[src/rtl/multi_sink.sv]
// N-channel flit sink: per-channel capture, windowed throughput counters and programmable backpressure.
// Optional per-channel sequence checker enabled by defining MULTI_SINK_SEQ_CHECK_EN.

`ifndef ADDR_SZ
`define ADDR_SZ 16
`endif

module multi_sink #(
    parameter int unsigned N_CH     = 4,
    parameter int unsigned DATA_W   = `ADDR_SZ,
    parameter int unsigned WIN_LOG2 = 10,
    parameter int unsigned CNT_W    = 11
) (
    input  logic                     clk,
    input  logic                     reset,
    input  logic [N_CH-1:0]          req,
    input  logic [N_CH*DATA_W-1:0]   data,
    output logic [N_CH-1:0]          busy,
    input  logic [1:0]               mode,
    input  logic [7:0]               stall_thresh,
    output logic [N_CH*DATA_W-1:0]   last_flit,
    output logic [N_CH*CNT_W-1:0]    thru,
    output logic [CNT_W+3:0]         thru_total,
    output logic                     thru_valid,
    output logic [N_CH-1:0]          seq_err
);

    typedef enum logic [1:0] {
        BP_NONE = 2'b00,
        BP_ALT  = 2'b01,
        BP_RAND = 2'b10,
        BP_HOLD = 2'b11
    } bp_mode_e;

    localparam logic [CNT_W-1:0] CNT_MAX   = '1;
    localparam logic [15:0]      LFSR_SEED = 16'hACE1;

    // Low byte of a 16-bit left rotation; used to give each channel its own view of the LFSR.
    function automatic logic [7:0] rot_lo(input logic [15:0] x, input int unsigned s);
        logic [15:0] r;
        r = (x << s) | (x >> (16 - s));
        return r[7:0];
    endfunction

    bp_mode_e                           mode_e;
    logic [WIN_LOG2-1:0]                win_q, win_d;
    logic                               terminal;
    logic [15:0]                        lfsr_q, lfsr_d;
    logic                               tog_q, tog_d;
    logic [N_CH-1:0]                    busy_q, busy_d;
    logic [N_CH-1:0]                    acc;
    logic [N_CH-1:0][DATA_W-1:0]        last_q, last_d;
    logic [N_CH-1:0][CNT_W-1:0]         run_q, run_d;
    logic [N_CH-1:0][CNT_W-1:0]         thru_q, thru_d;
    logic [N_CH-1:0][CNT_W-1:0]         sat_v;
    logic [CNT_W+3:0]                   total_q, total_d;
    logic                               valid_q, valid_d;

    assign mode_e   = bp_mode_e'(mode);
    assign terminal = &win_q;
    assign acc      = req & ~busy_q;

    always_comb begin
        win_d  = win_q + 1'b1;
        tog_d  = ~tog_q;
        lfsr_d = {lfsr_q[14:0], lfsr_q[15] ^ lfsr_q[13] ^ lfsr_q[12] ^ lfsr_q[10]};
    end

    always_comb begin
        busy_d = '1;
        case (mode_e)
            BP_NONE: busy_d = '0;
            BP_ALT:  busy_d = {N_CH{tog_q}};
            BP_RAND: begin
                for (int unsigned i = 0; i < N_CH; i++) begin
                    busy_d[i] = rot_lo(lfsr_q, (3 * i) % 16) < stall_thresh;
                end
            end
            BP_HOLD: busy_d = '1;
            default: busy_d = '1;
        endcase
    end

    always_comb begin
        last_d = last_q;
        for (int unsigned i = 0; i < N_CH; i++) begin
            if (acc[i]) begin
                last_d[i] = data[i*DATA_W +: DATA_W];
            end
        end
    end

    // Terminal-cycle accepts fold into the published count before the running count clears.
    always_comb begin
        sat_v   = run_q;
        run_d   = run_q;
        thru_d  = thru_q;
        total_d = total_q;
        valid_d = 1'b0;
        for (int unsigned i = 0; i < N_CH; i++) begin
            if (acc[i] && (run_q[i] != CNT_MAX)) begin
                sat_v[i] = run_q[i] + 1'b1;
            end
        end
        if (terminal) begin
            run_d   = '0;
            thru_d  = sat_v;
            valid_d = 1'b1;
            total_d = '0;
            for (int unsigned i = 0; i < N_CH; i++) begin
                total_d = total_d + {4'b0000, sat_v[i]};
            end
        end else begin
            run_d = sat_v;
        end
    end

    always_ff @(posedge clk or posedge reset) begin
        if (reset) begin
            win_q   <= '0;
            lfsr_q  <= LFSR_SEED;
            tog_q   <= 1'b0;
            busy_q  <= '1;
            last_q  <= '0;
            run_q   <= '0;
            thru_q  <= '0;
            total_q <= '0;
            valid_q <= 1'b0;
        end else begin
            win_q   <= win_d;
            lfsr_q  <= lfsr_d;
            tog_q   <= tog_d;
            busy_q  <= busy_d;
            last_q  <= last_d;
            run_q   <= run_d;
            thru_q  <= thru_d;
            total_q <= total_d;
            valid_q <= valid_d;
        end
    end

`ifdef MULTI_SINK_SEQ_CHECK_EN
    logic [N_CH-1:0][DATA_W-1:0] exp_q, exp_d;
    logic [N_CH-1:0]             serr_q, serr_d;

    // Expected value follows the received flit, so one gap flags once and the check resynchronises.
    always_comb begin
        exp_d  = exp_q;
        serr_d = serr_q;
        for (int unsigned i = 0; i < N_CH; i++) begin
            if (acc[i]) begin
                if (data[i*DATA_W +: DATA_W] != exp_q[i]) begin
                    serr_d[i] = 1'b1;
                end
                exp_d[i] = data[i*DATA_W +: DATA_W] + 1'b1;
            end
        end
    end

    always_ff @(posedge clk or posedge reset) begin
        if (reset) begin
            exp_q  <= '0;
            serr_q <= '0;
        end else begin
            exp_q  <= exp_d;
            serr_q <= serr_d;
        end
    end

    assign seq_err = serr_q;
`else
    assign seq_err = '0;
`endif

    assign busy       = busy_q;
    assign last_flit  = last_q;
    assign thru       = thru_q;
    assign thru_total = total_q;
    assign thru_valid = valid_q;

endmodule

[config.mk]
export PLATFORM = sky130hd
export DESIGN_NAME = multi_sink
export DESIGN_NICKNAME = d
export VERILOG_FILES = /design/src/rtl/multi_sink.sv
export SDC_FILE = /design/constraint.sdc
export NUM_CORES = 1
export LEC_CHECK = 0
export ABC_AREA = 1
export CORE_ASPECT_RATIO = 0.9
export CORE_MARGIN = 2
export CORE_UTILIZATION = 47
export DETAILED_ROUTE_END_ITERATION = 8
export PLACE_DENSITY = 0.77
export SYNTH_ARGS = -nofsm -noshare
export SYNTH_HDL_FRONTEND = slang
export SYNTH_SLANG_ARGS = --single-unit
[constraint.sdc]
create_clock -name clk -period 6.5 [get_ports clk]
set_input_delay 1.625 -clock clk [delete_from_list [all_inputs] [get_ports clk]]
set_output_delay 1.625 -clock clk [all_outputs]
set_load 0.02 [all_outputs]
==> impl_metrics.prom <==
# TYPE chip_impl_metric gauge
chip_impl_info{name="leading_area_contributor_after_synthesis",value="dfrtp_1"} 1
chip_impl_info{name="synth_top_family_by_area",value="simple AND/OR/NAND/NOR gates"} 1
chip_impl_info{name="synth.top_cells.by_area",value="dfrtp_1, nand2_1, ha_1"} 1
chip_impl_metric{name="global_route.usage.total",unit="%"} 21.64
chip_impl_metric{name="grt_overflow_total",unit=""} 0
chip_impl_metric{name="worst-slew-pin-transition",unit="ns"} 1.137
chip_impl_metric{name="postRouteWirelength",unit="um"} 24370
chip_impl_metric{name="worstPathRequired",unit="ns"} 6.83
chip_impl_info{name="cts_tree",value="built"} 1
chip_impl_metric{name="detail_route.iter0.violations",unit=""} 555
chip_impl_metric{name="timing_hold_violations_final",unit=""} 0
chip_impl_metric{name="worstSkewPairLatency",unit="ns"} 0.45
chip_impl_info{name="crit_path_launch_type",value="input port"} 1
chip_impl_info{name="run_status",value="complete, no violations"} 1
chip_impl_metric{name="synth_simple_gate_area_share",unit="%"} 28.47
chip_impl_metric{name="clockBufferDepth",unit=""} 2
chip_impl_metric{name="grt_start_max_net_pins",unit=""} 118
chip_impl_info{name="most_used_flip_flop_cell_after_synthesis",value="dfrtp_1"} 1
chip_impl_metric{name="tritoncts_num_sinks",unit=""} 197
chip_impl_metric{name="async_sr_flop_fraction",unit="%"} 100.0
chip_impl_metric{name="synthAdderAreaFrac",unit="%"} 9.880
chip_impl_metric{name="finish.cell_count_without_fillers",unit=""} 1747
chip_impl_metric{name="first_pass_grt_wire_length",unit="um"} 39560
chip_impl_metric{name="post_synth_inst_count",unit=""} 1239
chip_impl_info{name="setup.worst_path.class",value="in -> reg"} 1
chip_impl_info{name="route.top_layer_used",value="met4"} 1
chip_impl_metric{name="cts-buffers-inserted",unit=""} 17
chip_impl_metric{name="crit_fanout",unit=""} 20
chip_impl_metric{name="timing.fmax",unit="MHz"} 190.9
chip_impl_info{name="critPathCaptureType",value="flip-flop"} 1
chip_impl_metric{name="met1_length",unit="um"} 10890
chip_impl_info{name="ys_top_cells_by_count",value="nand2_1, dfrtp_1, inv_1"} 1
chip_impl_metric{name="antenna_cells_inserted",unit=""} 0
chip_impl_metric{name="synth-edff-count",unit=""} 0
chip_impl_metric{name="htreeDepth",unit=""} 4
chip_impl_metric{name="filler_cell_count",unit=""} 1944
chip_impl_metric{name="seq_area",unit="mm^2"} 0.004945
chip_impl_metric{name="met2RoutedLength",unit="um"} 11480
chip_impl_metric{name="detailroute.wirelength.met3",unit="um"} 1562
chip_impl_metric{name="finalSetupViolCount",unit=""} 0
chip_impl_metric{name="post-cts-setup-buffers",unit=""} 0
chip_impl_metric{name="remaining_design_rule_violation_count",unit=""} 0
chip_impl_info{name="hold_path.class",value="reg -> reg"} 1
chip_impl_metric{name="irDropWorstVdd",unit="uV"} 238.4
chip_impl_info{name="cts_root_buffer",value="clkbuf_16"} 1
chip_impl_metric{name="synth_compound_area_share",unit="%"} 3.092
chip_impl_metric{name="antenna_violations_before_repair",unit=""} 0
chip_impl_metric{name="period_needed",unit="ns"} 5.239
chip_impl_metric{name="finish.net_count",unit=""} 1590
chip_impl_metric{name="final_layout_size_suffix_gt1_share",unit="%"} 5.014
chip_impl_metric{name="vias",unit=""} 8428
chip_impl_metric{name="synth.cell_area",unit="mm^2"} 0.01016
chip_impl_metric{name="drt_pass1_iterations",unit=""} 5
chip_impl_info{name="timing.critical_path.max_delay_family",value="buffers and inverters"} 1
chip_impl_metric{name="coreArea",unit="mm^2"} 0.02144
chip_impl_metric{name="detail_route.vias_per_cell",unit=""} 4.824
chip_impl_metric{name="fp.dieArea",unit="mm^2"} 0.02280
chip_impl_metric{name="initial_core_util",unit="%"} 47.37
chip_impl_info{name="grt_setup_unrepaired",value="no"} 1
chip_impl_metric{name="synthToLayoutAreaGrowth",unit="%"} 28.39
chip_impl_metric{name="postRouteAntennaNets",unit=""} 0
chip_impl_metric{name="gp_congestion",unit=""} 0.8454
chip_impl_metric{name="inst_count_dp",unit=""} 1715
chip_impl_metric{name="chipWidth",unit="um"} 159.0
chip_impl_metric{name="fin_worst_skew",unit="ns"} 0.01658
chip_impl_metric{name="finalCritPeriodShare",unit="%"} 80.60
chip_impl_metric{name="synth_seq_cells",unit=""} 197
chip_impl_metric{name="critPathBufInv",unit=""} 7
chip_impl_metric{name="routedWlPerCell",unit="um"} 13.95
chip_impl_metric{name="first_global_vias",unit=""} 8079
chip_impl_info{name="path_cells",value="clkdlybuf4s50_1, inv_1, nor2_1, buf_4, clkinv_1, nor2_1, nand3_1, nand2_1, inv_1, fa_1, inv_1, fa_1, inv_1, ha_1, nand2_1, nor2_1, nand3_1, nand3_1, nand2_1, nand3_1, nand2_1"} 1
chip_impl_metric{name="portBuffers",unit=""} 205
chip_impl_metric{name="power_per_cell_area",unit="mW/mm^2"} 333.9
chip_impl_info{name="crit_slowest_cell",value="fa_1"} 1
chip_impl_metric{name="worst_slew_margin_rel",unit="%"} 24.06
chip_impl_metric{name="cts-hold-fix-buffers",unit=""} 0
chip_impl_metric{name="power.static_leakage",unit="uW"} 0.006627
chip_impl_metric{name="syn_area_per_cell",unit="um^2"} 8.197
chip_impl_metric{name="cts_repair_resize_count",unit=""} 0
chip_impl_metric{name="slew_viol_final",unit=""} 0
chip_impl_metric{name="synth_sequential_area_ratio",unit="%"} 48.69
chip_impl_metric{name="synth_xor_xnor_area_share",unit="%"} 2.846
chip_impl_metric{name="ioPinCount",unit=""} 212
chip_impl_metric{name="synth.area.mux_share",unit="%"} 0
chip_impl_metric{name="row_count",unit=""} 51
chip_impl_metric{name="chipHeight",unit="um"} 143.5
chip_impl_info{name="synth.most_common_cell",value="nand2_1"} 1
chip_impl_metric{name="hpwlAfterDp",unit="um"} 18060
chip_impl_metric{name="total_power",unit="uW"} 4353
chip_impl_metric{name="fin_tns_setup",unit="ns"} 0
chip_impl_metric{name="multiInputGateArea",unit="mm^2"} 0.004521
chip_impl_metric{name="synth.lib_cells_used.distinct",unit=""} 37
chip_impl_metric{name="clock_transition_at_the_registers_of_the_reported_paths",unit="ns"} 0.07
chip_impl_metric{name="worstPathArrival",unit="ns"} 5.57
chip_impl_metric{name="max_cap_viol_count",unit=""} 0
chip_impl_metric{name="yosysWarnings",unit=""} 0
chip_impl_metric{name="timing.critical_path.slowest_cell_delay",unit="ns"} 0.49
chip_impl_metric{name="synth_top_cell_area_share",unit="%"} 45.58
[area by class of cell]
| type | count | share of cell area, % |
|---|---|---|
| flip-flops and latches | 197 | 37.92 |
| clock inverters | 13 | 1.036 |
| repair buffers | 214 | 16.35 |
| multi-input cells | 879 | 34.67 |
| well taps | 291 | 2.792 |
| clock buffers | 19 | 3.320 |
| inverters | 134 | 3.906 |
[per-layer routing]
metal,up-vias,global-route usage [%]
met2,220,36.43
li1,4211,-
met3,28,5.368
met5,-,0
met1,3969,28.07
met4,0,6.316
[flip-flops by register name, indices dropped and copies added, names as in the netlist]
| signal | flops |
|---|---|
| thru_valid | 1 |
| thru | 44 |
| tog_q | 1 |
| busy | 4 |
| thru_total | 13 |
| lfsr_q | 16 |
| win_q | 10 |
| run_q | 44 |
| last_flit | 64 |
[worst register-to-register path: cells and delay by family, from the launching register on]
kind                     cells  cell delay (ns)
adder cells (fa/ha/maj)      3             1.30
flip-flops                   1             0.38
buffers and inverters        5             0.85
AND/OR/NAND/NOR             11             1.31
[through the flow]
stage	hold slack [ns]	setup slack, ns	area [um^2]	util (%)
global placement	0.3586	0.8823	12470	58.16
detailed placement	0.3602	0.7738	12470	58.16
floorplan	0.3558	2.051	10180	-
global route	0.3765	0.8673	13040	60.81
CTS	0.3667	1.233	13040	60.81
finish	0.3650	1.261	13040	60.81
[where the power goes]
part / internal [uW] / switching (uW) / total (uW)
Clock: 541 / 499 / 1040
Combinational: 723 / 1120 / 1840
Sequential: 1360 / 113 / 1470
Total: 2620 / 1730 / 4350
[kinds of logic after synthesis]
group	after synthesis
other cells	1
flops	197
buf+inv	168
simple gates	714
fa+ha+maj	67
compound gates	59
xor+xnor	33
[worst paths after layout]
path	start	endpoint	slack (ns)	cells after the start
max in group asynchronous	reset	run_q[20]	3.65	3
max	req[1]	thru_total[11]	1.26	21
max reg2reg	busy[1]	thru_total[11]	2.53	19
min reg2reg	lfsr_q[5]	lfsr_q[6]	0.37	0
min in group asynchronous	reset	last_flit[50]	1.70	2
min	lfsr_q[5]	lfsr_q[6]	0.37	0
[cells in the final DEF, fill, tap and decap left out, types with 13 or more instances in the layout]
| cell type | count |
|---|---|
| a21oi_1 | 35 |
| clkbuf_16 | 17 |
| clkdlybuf4s50_1 | 205 |
| dfrtp_1 | 185 |
| fa_1 | 22 |
| ha_1 | 45 |
| inv_1 | 125 |
| nand2_1 | 538 |
| nand3_1 | 56 |
| nand4_1 | 13 |
| nor2_1 | 81 |
| xor2_1 | 27 |
Power figures use the tool's default switching activity.
